[config.mk]
export PLATFORM = sky130hd
export DESIGN_NAME = nested_isqrt_chain_pipe
export DESIGN_NICKNAME = d
export VERILOG_FILES = /design/src/rtl/nested_isqrt_pkg.sv /design/src/rtl/isqrt_pipe_n.sv /design/src/rtl/nested_isqrt_chain_pipe.sv
export SDC_FILE = /design/constraint.sdc
export NUM_CORES = 2
export LEC_CHECK = 0
export BUFFER_PORTS_ARGS = -buffer_cell sky130_fd_sc_hd__buf_2
export CAP_MARGIN = 5
export CORE_MARGIN = 2
export CORE_UTILIZATION = 25
export CTS_CLUSTER_SIZE = 40
export DETAILED_ROUTE_END_ITERATION = 16
export SKIP_LAST_GASP = 1
export SLEW_MARGIN = 10
export SYNTH_ARGS = -nofsm -noshare
export SYNTH_HDL_FRONTEND = slang
export SYNTH_HIERARCHICAL = 1
export SYNTH_MEMORY_MAX_BITS = 65536
export SYNTH_SLANG_ARGS = --single-unit
export TNS_END_PERCENT = 50
[constraint.sdc]
create_clock -name clk -period 5.1 [get_ports clk]
set_input_delay 0.255 -clock clk [delete_from_list [all_inputs] [get_ports clk]]
set_output_delay 0.255 -clock clk [all_outputs]
set_load 0.01 [all_outputs]
[src/rtl/nested_isqrt_pkg.sv]
// Shared latency helpers and overflow policy encoding for the nested isqrt chain.
package nested_isqrt_pkg;

  typedef enum logic {
    OVF_WRAP = 1'b0,
    OVF_SAT  = 1'b1
  } ovf_policy_e;

  function automatic int unsigned isq_lat(input int unsigned width);
    return width / 2;
  endfunction

  function automatic int unsigned chain_lat(input int unsigned width, input int unsigned levels);
    return levels * isq_lat(width) + (levels - 1);
  endfunction

endpackage

[src/rtl/isqrt_pipe_n.sv]
// Bit-per-stage restoring floor square root, one result bit resolved per pipeline stage.
module isqrt_pipe_n #(
  parameter int unsigned WIDTH = 32
) (
  input  logic               clk,
  input  logic               rst_n,
  input  logic               x_vld,
  input  logic [WIDTH-1:0]   x,
  output logic               y_vld,
  output logic [WIDTH/2-1:0] y
);

  localparam int unsigned H = WIDTH / 2;

  logic             vld_q  [H];
  logic [H-1:0]     rem_q  [H];
  logic [H-1:0]     root_q [H];
  logic [WIDTH-1:0] x_q    [H];

  for (genvar s = 0; s < H; s++) begin : g_stage
    logic             in_vld;
    logic [H-1:0]     rem_in;
    logic [H-2:0]     root_in;
    logic [WIDTH-1:0] x_in;
    logic [H+1:0]     cand;
    logic [H+1:0]     trial;
    logic             ge;

    if (s == 0) begin : g_first
      assign in_vld  = x_vld;
      assign rem_in  = '0;
      assign root_in = '0;
      assign x_in    = x;
    end else begin : g_next
      assign in_vld  = vld_q[s-1];
      assign rem_in  = rem_q[s-1];
      assign root_in = root_q[s-1][H-2:0];
      assign x_in    = x_q[s-1];
    end

    // Bring down the next two radicand bits and try root*4+1 against the remainder.
    assign cand  = {rem_in, x_in[WIDTH-1 -: 2]};
    assign trial = {1'b0, root_in, 2'b01};
    assign ge    = (cand >= trial);

    always_ff @(posedge clk or negedge rst_n) begin
      if (!rst_n) begin
        vld_q[s] <= 1'b0;
      end else begin
        vld_q[s] <= in_vld;
      end
    end

    always_ff @(posedge clk) begin
      if (in_vld) begin
        rem_q[s]  <= H'(ge ? cand - trial : cand);
        root_q[s] <= {root_in, ge};
        x_q[s]    <= {x_in[WIDTH-3:0], 2'b00};
      end
    end
  end

  assign y_vld = vld_q[H-1];
  assign y     = root_q[H-1];

endmodule

[src/rtl/nested_isqrt_chain_pipe.sv]
// Fully pipelined y = isqrt(x0 + isqrt(x1 + ... + isqrt(x[LEVELS-1]))) with overflow tracking.
module nested_isqrt_chain_pipe
  import nested_isqrt_pkg::*;
#(
  parameter int unsigned WIDTH    = 32,
  parameter int unsigned LEVELS   = 3,
  parameter bit          SATURATE = 1'b1
) (
  input  logic                                            clk,
  input  logic                                            rst_n,
  input  logic                                            arg_vld,
  input  logic [LEVELS*WIDTH-1:0]                         x,
  output logic                                            res_vld,
  output logic [WIDTH-1:0]                                res,
  output logic                                            res_ovf,
  output logic                                            busy,
  output logic [$clog2(chain_lat(WIDTH, LEVELS)+1)-1:0]   occupancy
);

  localparam int unsigned H   = isq_lat(WIDTH);
  localparam int unsigned LAT = chain_lat(WIDTH, LEVELS);
  localparam int unsigned OW  = $clog2(LAT + 1);
  localparam ovf_policy_e Policy = SATURATE ? OVF_SAT : OVF_WRAP;

  logic             lvl_vld [LEVELS];
  logic [WIDTH-1:0] lvl_x   [LEVELS];
  logic             y_vld   [LEVELS];
  logic [H-1:0]     y       [LEVELS];
  logic             y_ovf   [LEVELS];

  for (genvar k = 0; k < LEVELS; k++) begin : g_level
    isqrt_pipe_n #(
      .WIDTH(WIDTH)
    ) u_isqrt (
      .clk  (clk),
      .rst_n(rst_n),
      .x_vld(lvl_vld[k]),
      .x    (lvl_x[k]),
      .y_vld(y_vld[k]),
      .y    (y[k])
    );

    if (k == LEVELS - 1) begin : g_inner
      assign lvl_vld[k] = arg_vld;
      assign lvl_x[k]   = x[k*WIDTH +: WIDTH];
      assign y_ovf[k]   = 1'b0;
    end else begin : g_outer
      // The sum register is the final stage of xk's delay, so the line itself is one shorter.
      localparam int unsigned D = (LEVELS - 1 - k) * (H + 1) - 1;

      logic             dl_vld_q [D];
      logic [WIDTH-1:0] dl_q     [D];
      logic [WIDTH:0]   add;
      logic             sum_vld_q;
      logic             sum_ovf_q;
      logic [WIDTH-1:0] sum_q;
      logic [H-1:0]     ovf_line_q;

      always_ff @(posedge clk or negedge rst_n) begin
        if (!rst_n) begin
          for (int d = 0; d < D; d++) dl_vld_q[d] <= 1'b0;
        end else begin
          dl_vld_q[0] <= arg_vld;
          for (int d = 1; d < D; d++) dl_vld_q[d] <= dl_vld_q[d-1];
        end
      end

      always_ff @(posedge clk) begin
        if (arg_vld) dl_q[0] <= x[k*WIDTH +: WIDTH];
        for (int d = 1; d < D; d++) begin
          if (dl_vld_q[d-1]) dl_q[d] <= dl_q[d-1];
        end
      end

      assign add = {1'b0, {(WIDTH-H){1'b0}}, y[k+1]} + {1'b0, dl_q[D-1]};

      always_ff @(posedge clk or negedge rst_n) begin
        if (!rst_n) begin
          sum_vld_q  <= 1'b0;
          sum_ovf_q  <= 1'b0;
          ovf_line_q <= '0;
        end else begin
          sum_vld_q  <= y_vld[k+1];
          sum_ovf_q  <= y_vld[k+1] & (add[WIDTH] | y_ovf[k+1]);
          // Sticky flag rides alongside the isqrt stages; bubbles carry 0.
          ovf_line_q <= {ovf_line_q[H-2:0], sum_ovf_q};
        end
      end

      always_ff @(posedge clk) begin
        if (y_vld[k+1]) begin
          sum_q <= (Policy == OVF_SAT && add[WIDTH]) ? '1 : add[WIDTH-1:0];
        end
      end

      assign lvl_vld[k] = sum_vld_q;
      assign lvl_x[k]   = sum_q;
      assign y_ovf[k]   = ovf_line_q[H-1];
    end
  end

  logic [OW-1:0] occ_q;

  always_ff @(posedge clk or negedge rst_n) begin
    if (!rst_n) begin
      occ_q <= '0;
    end else if (arg_vld && !res_vld) begin
      occ_q <= occ_q + 1'b1;
    end else if (!arg_vld && res_vld) begin
      occ_q <= occ_q - 1'b1;
    end
  end

  assign res_vld   = y_vld[0];
  assign res       = {{(WIDTH-H){1'b0}}, y[0]};
  assign res_ovf   = res_vld & y_ovf[0];
  assign occupancy = occ_q;
  assign busy      = (occ_q != '0);

endmodule

==> flow_summary.toml <==
[finish]
nNetsFinal = 9610
mostFrequentLayoutCell = "edfxtp_1"
mostFrequentLayoutCells = "3432 x edfxtp_1, 560 x inv_1, 493 x ha_1"
drive_gt1_frac = 0.100
instances_no_fill = 16565
areaGrowthSynthToFinish_pct = 16.7

[timing]
rsz0062_at_grt = "false"
setup_tns_ps = 0
whs_ps = 190
clock.fmax_mhz = 309
fin_skew_ps = 71.6
finalMaxSlewViolations = 0
slew_headroom = 0.156
period_needed_ps = 3230
fin_crit_sh = 0.634
hold_violations = 0
setup_viol = 0
tightest_slew_ps = 1260

[drt]
vias = 65628
drtIter0Drc = 4198
drc = 0
via_per_inst = 3.96
drtPass1Iterations = 8
drtAntennaViolNets = 0
wl_per_cell_um = 12.5
wl_um = 207000

[worst_setup_path]
worstSetupEndpointType = "flop"
r2r-end = "g_level[1].u_isqrt/rem_q[1][103]$_DFFE_PP_"
reg2reg_depth = 5
r2r_start = "g_level[1].u_isqrt/rem_q[1][93]$_DFFE_PP_"
crit_type = "reg2reg"
cp_max_fo = 28
cp.arrival_ps = 3880
r2r_slack_ps = 1870
start_kind = "flop"
cp.required_ps = 5750

[clocking]
cts-root-buf = "clkbuf_16"
cts.sinks = 3554
cts_buffers = 339
ctsResizeCount = 0
cts.clk_slew.worst_paths_ps = 60
worstSkewPairLatency_ps = 950
cts_setup_buffers = 0
cts-hold-fix-buffers = 195
htreeDepth = 5
cts_buffer_depth = 4
cts_tree = "done"

[grt]
antenna_found_initial = 3
grt-ovfl-total = 0
grt_pass1_wl_um = 338000
grt_pass1_vias = 64739
grt_max_degree = 75
track_usage = 0.0717

[placed_design]
dp_hpwl_um = 138000
port_buffers = 123
place_inst = 15740
gp_congestion = 0.838

[power_and_ir_drop]
ir_worst_vdd_v = 0.000327
power_density_nw_per_um2 = 384
leakagePower_nw = 58.1
total_power_mw = 61.6

[logic_synthesis]
yosys-top-cells-area = "edfxtp_1 75%, ha_1 4.5%, dfrtp_1 2.2%, xor2_1 1.7%, xnor2_1 1.6%"
ys.flop_type = "edfxtp_1"
synthArstFlopShare = 0.0343
synth_cell_type_count = 96
synth_edf_count = 3432
syn_area_um2 = 138000
yosysWarnings = 6
ys_seq_area_frac = 0.771
syn_inst = 8391
synth_seq_cells = 3554
synth_top_area_frac = 0.749
synth.largest_area_cell = "edfxtp_1"
syn_avg_cell_area_um2 = 16.4

[floorplanning]
io_pins = 140
core-area_um2 = 549000
die_h_um = 746
die_w_um = 746
core.rowCount = 272
die_area_um2 = 557000
initial_core_util = 0.251

[status]
outcome = "completed"

[min_path]
holdPathStages = 3
hold_path_end = "g_level[2].u_isqrt/rem_q[0][0]$_DFFE_PP_"
holdCritPathClass = "in2reg"
min_from = "x[94]"

[run]
drv_cap = 0
-- per-stage QoR --
step	worst slack [ps]	utilization	area, um2
after floorplan	2540	-	138000
after global placement	1840	0.269	147000
after detailed placement	1890	0.269	147000
after CTS	1870	0.293	161000
after global routing	1560	0.293	161000
final	1870	0.293	161000
-- how the worst max path moves through the flow --
stage               slack, ps                                         from  cells past startpoint                                          to
finish                   1870    g_level[1].u_isqrt/rem_q[1][93]$_DFFE_PP_                      5  g_level[1].u_isqrt/rem_q[1][103]$_DFFE_PP_
global route             1560    g_level[1].u_isqrt/rem_q[1][93]$_DFFE_PP_                      6  g_level[1].u_isqrt/rem_q[1][109]$_DFFE_PP_
CTS                      1870     g_level[1].u_isqrt/rem_q[1][5]$_DFFE_PP_                      7   g_level[1].u_isqrt/rem_q[1][26]$_DFFE_PP_
detailed placement       1890    g_level[1].u_isqrt/rem_q[1][90]$_DFFE_PP_                      8  g_level[1].u_isqrt/rem_q[1][109]$_DFFE_PP_
global placement         1840    g_level[1].u_isqrt/rem_q[1][90]$_DFFE_PP_                      8  g_level[1].u_isqrt/rem_q[1][109]$_DFFE_PP_
floorplan                2540  g_level[1].u_isqrt/root_q[1][112]$_DFFE_PP_                      8   g_level[0].g_outer.sum_q[5]$_SDFFCE_PP1P_
-- synthesized netlist by cell type (67+ instances only) --
| library cell | count |
|---|---|
| o21a_1 | 79 |
| mux2_2 | 80 |
| xor2_1 | 261 |
| a21o_1 | 105 |
| nor4_1 | 77 |
| nand3_1 | 97 |
| o21ai_0 | 395 |
| nand2_1 | 458 |
| xnor2_1 | 255 |
| a21oi_1 | 383 |
| nor2_1 | 384 |
| inv_1 | 560 |
| ha_1 | 493 |
| nor3_1 | 156 |
| dfrtp_1 | 122 |
| nand4_1 | 67 |
| edfxtp_1 | 3432 |
-- routing by layer --
layer	GRT usage	routed length [um]
met2	0.122	99500
met3	0.0127	8290
met1	0.0926	93500
met5	0	0
met4	0.0235	6010
-- state kept, by name (all words and copies together), names as in the netlist, 3 cells and up --
name,cells
g_level.u_isqrt/rem_q,672
occupancy,6
g_level.g_outer.ovf_line_q,32
g_level.g_outer.sum_q,64
g_level.u_isqrt/x_q,720
g_level.u_isqrt/y_vld,3
g_level.u_isqrt/g_stage.in_vld,45
g_level.g_outer.dl_q,1568
g_level.g_outer.dl_vld_q,32
g_level.u_isqrt/root_q,408
-- worst max-delay path, stage by stage, from the launching register on --
cell and delay, ps:
edfxtp_1 400, ha_1 360, a2111oi_0 640, o221a_2 310, o31a_1 850, mux2_2 420
-- layout make-up --
| type | count | area, um2 |
|---|---|---|
| Timing Repair Buffer | 390 | 3150 |
| Inverter | 569 | 2140 |
| Multi-Input combinational cell | 4161 | 28800 |
| Clock buffer | 427 | 9100 |
| Tap cell | 7261 | 9080 |
| Clock inverter | 202 | 2190 |
| Sequential cell | 3554 | 106000 |
| Antenna cell | 1 | 2.50 |
| Fill cell | 54057 | 388000 |
-- where the power goes --
part / switching [mW] / internal (mW)
combinational: 1.66 / 1.20
sequential: 0.683 / 33.0
clock: 10.6 / 14.4
total: 13.0 / 48.6
-- kinds of logic (layout without fill, tap and decap cells) --
logic type	Yosys count	in the layout	synth area share
other cells	4	20	0.000109
mux	107	107	0.00859
xor+xnor	516	516	0.0328
flops	3554	3554	0.771
buf+inv	691	1588	0.0202
compound gates	1324	1324	0.0597
simple gates	1699	1699	0.0623
fa+ha+maj	496	496	0.0453
(Power assumes the default switching activity.)
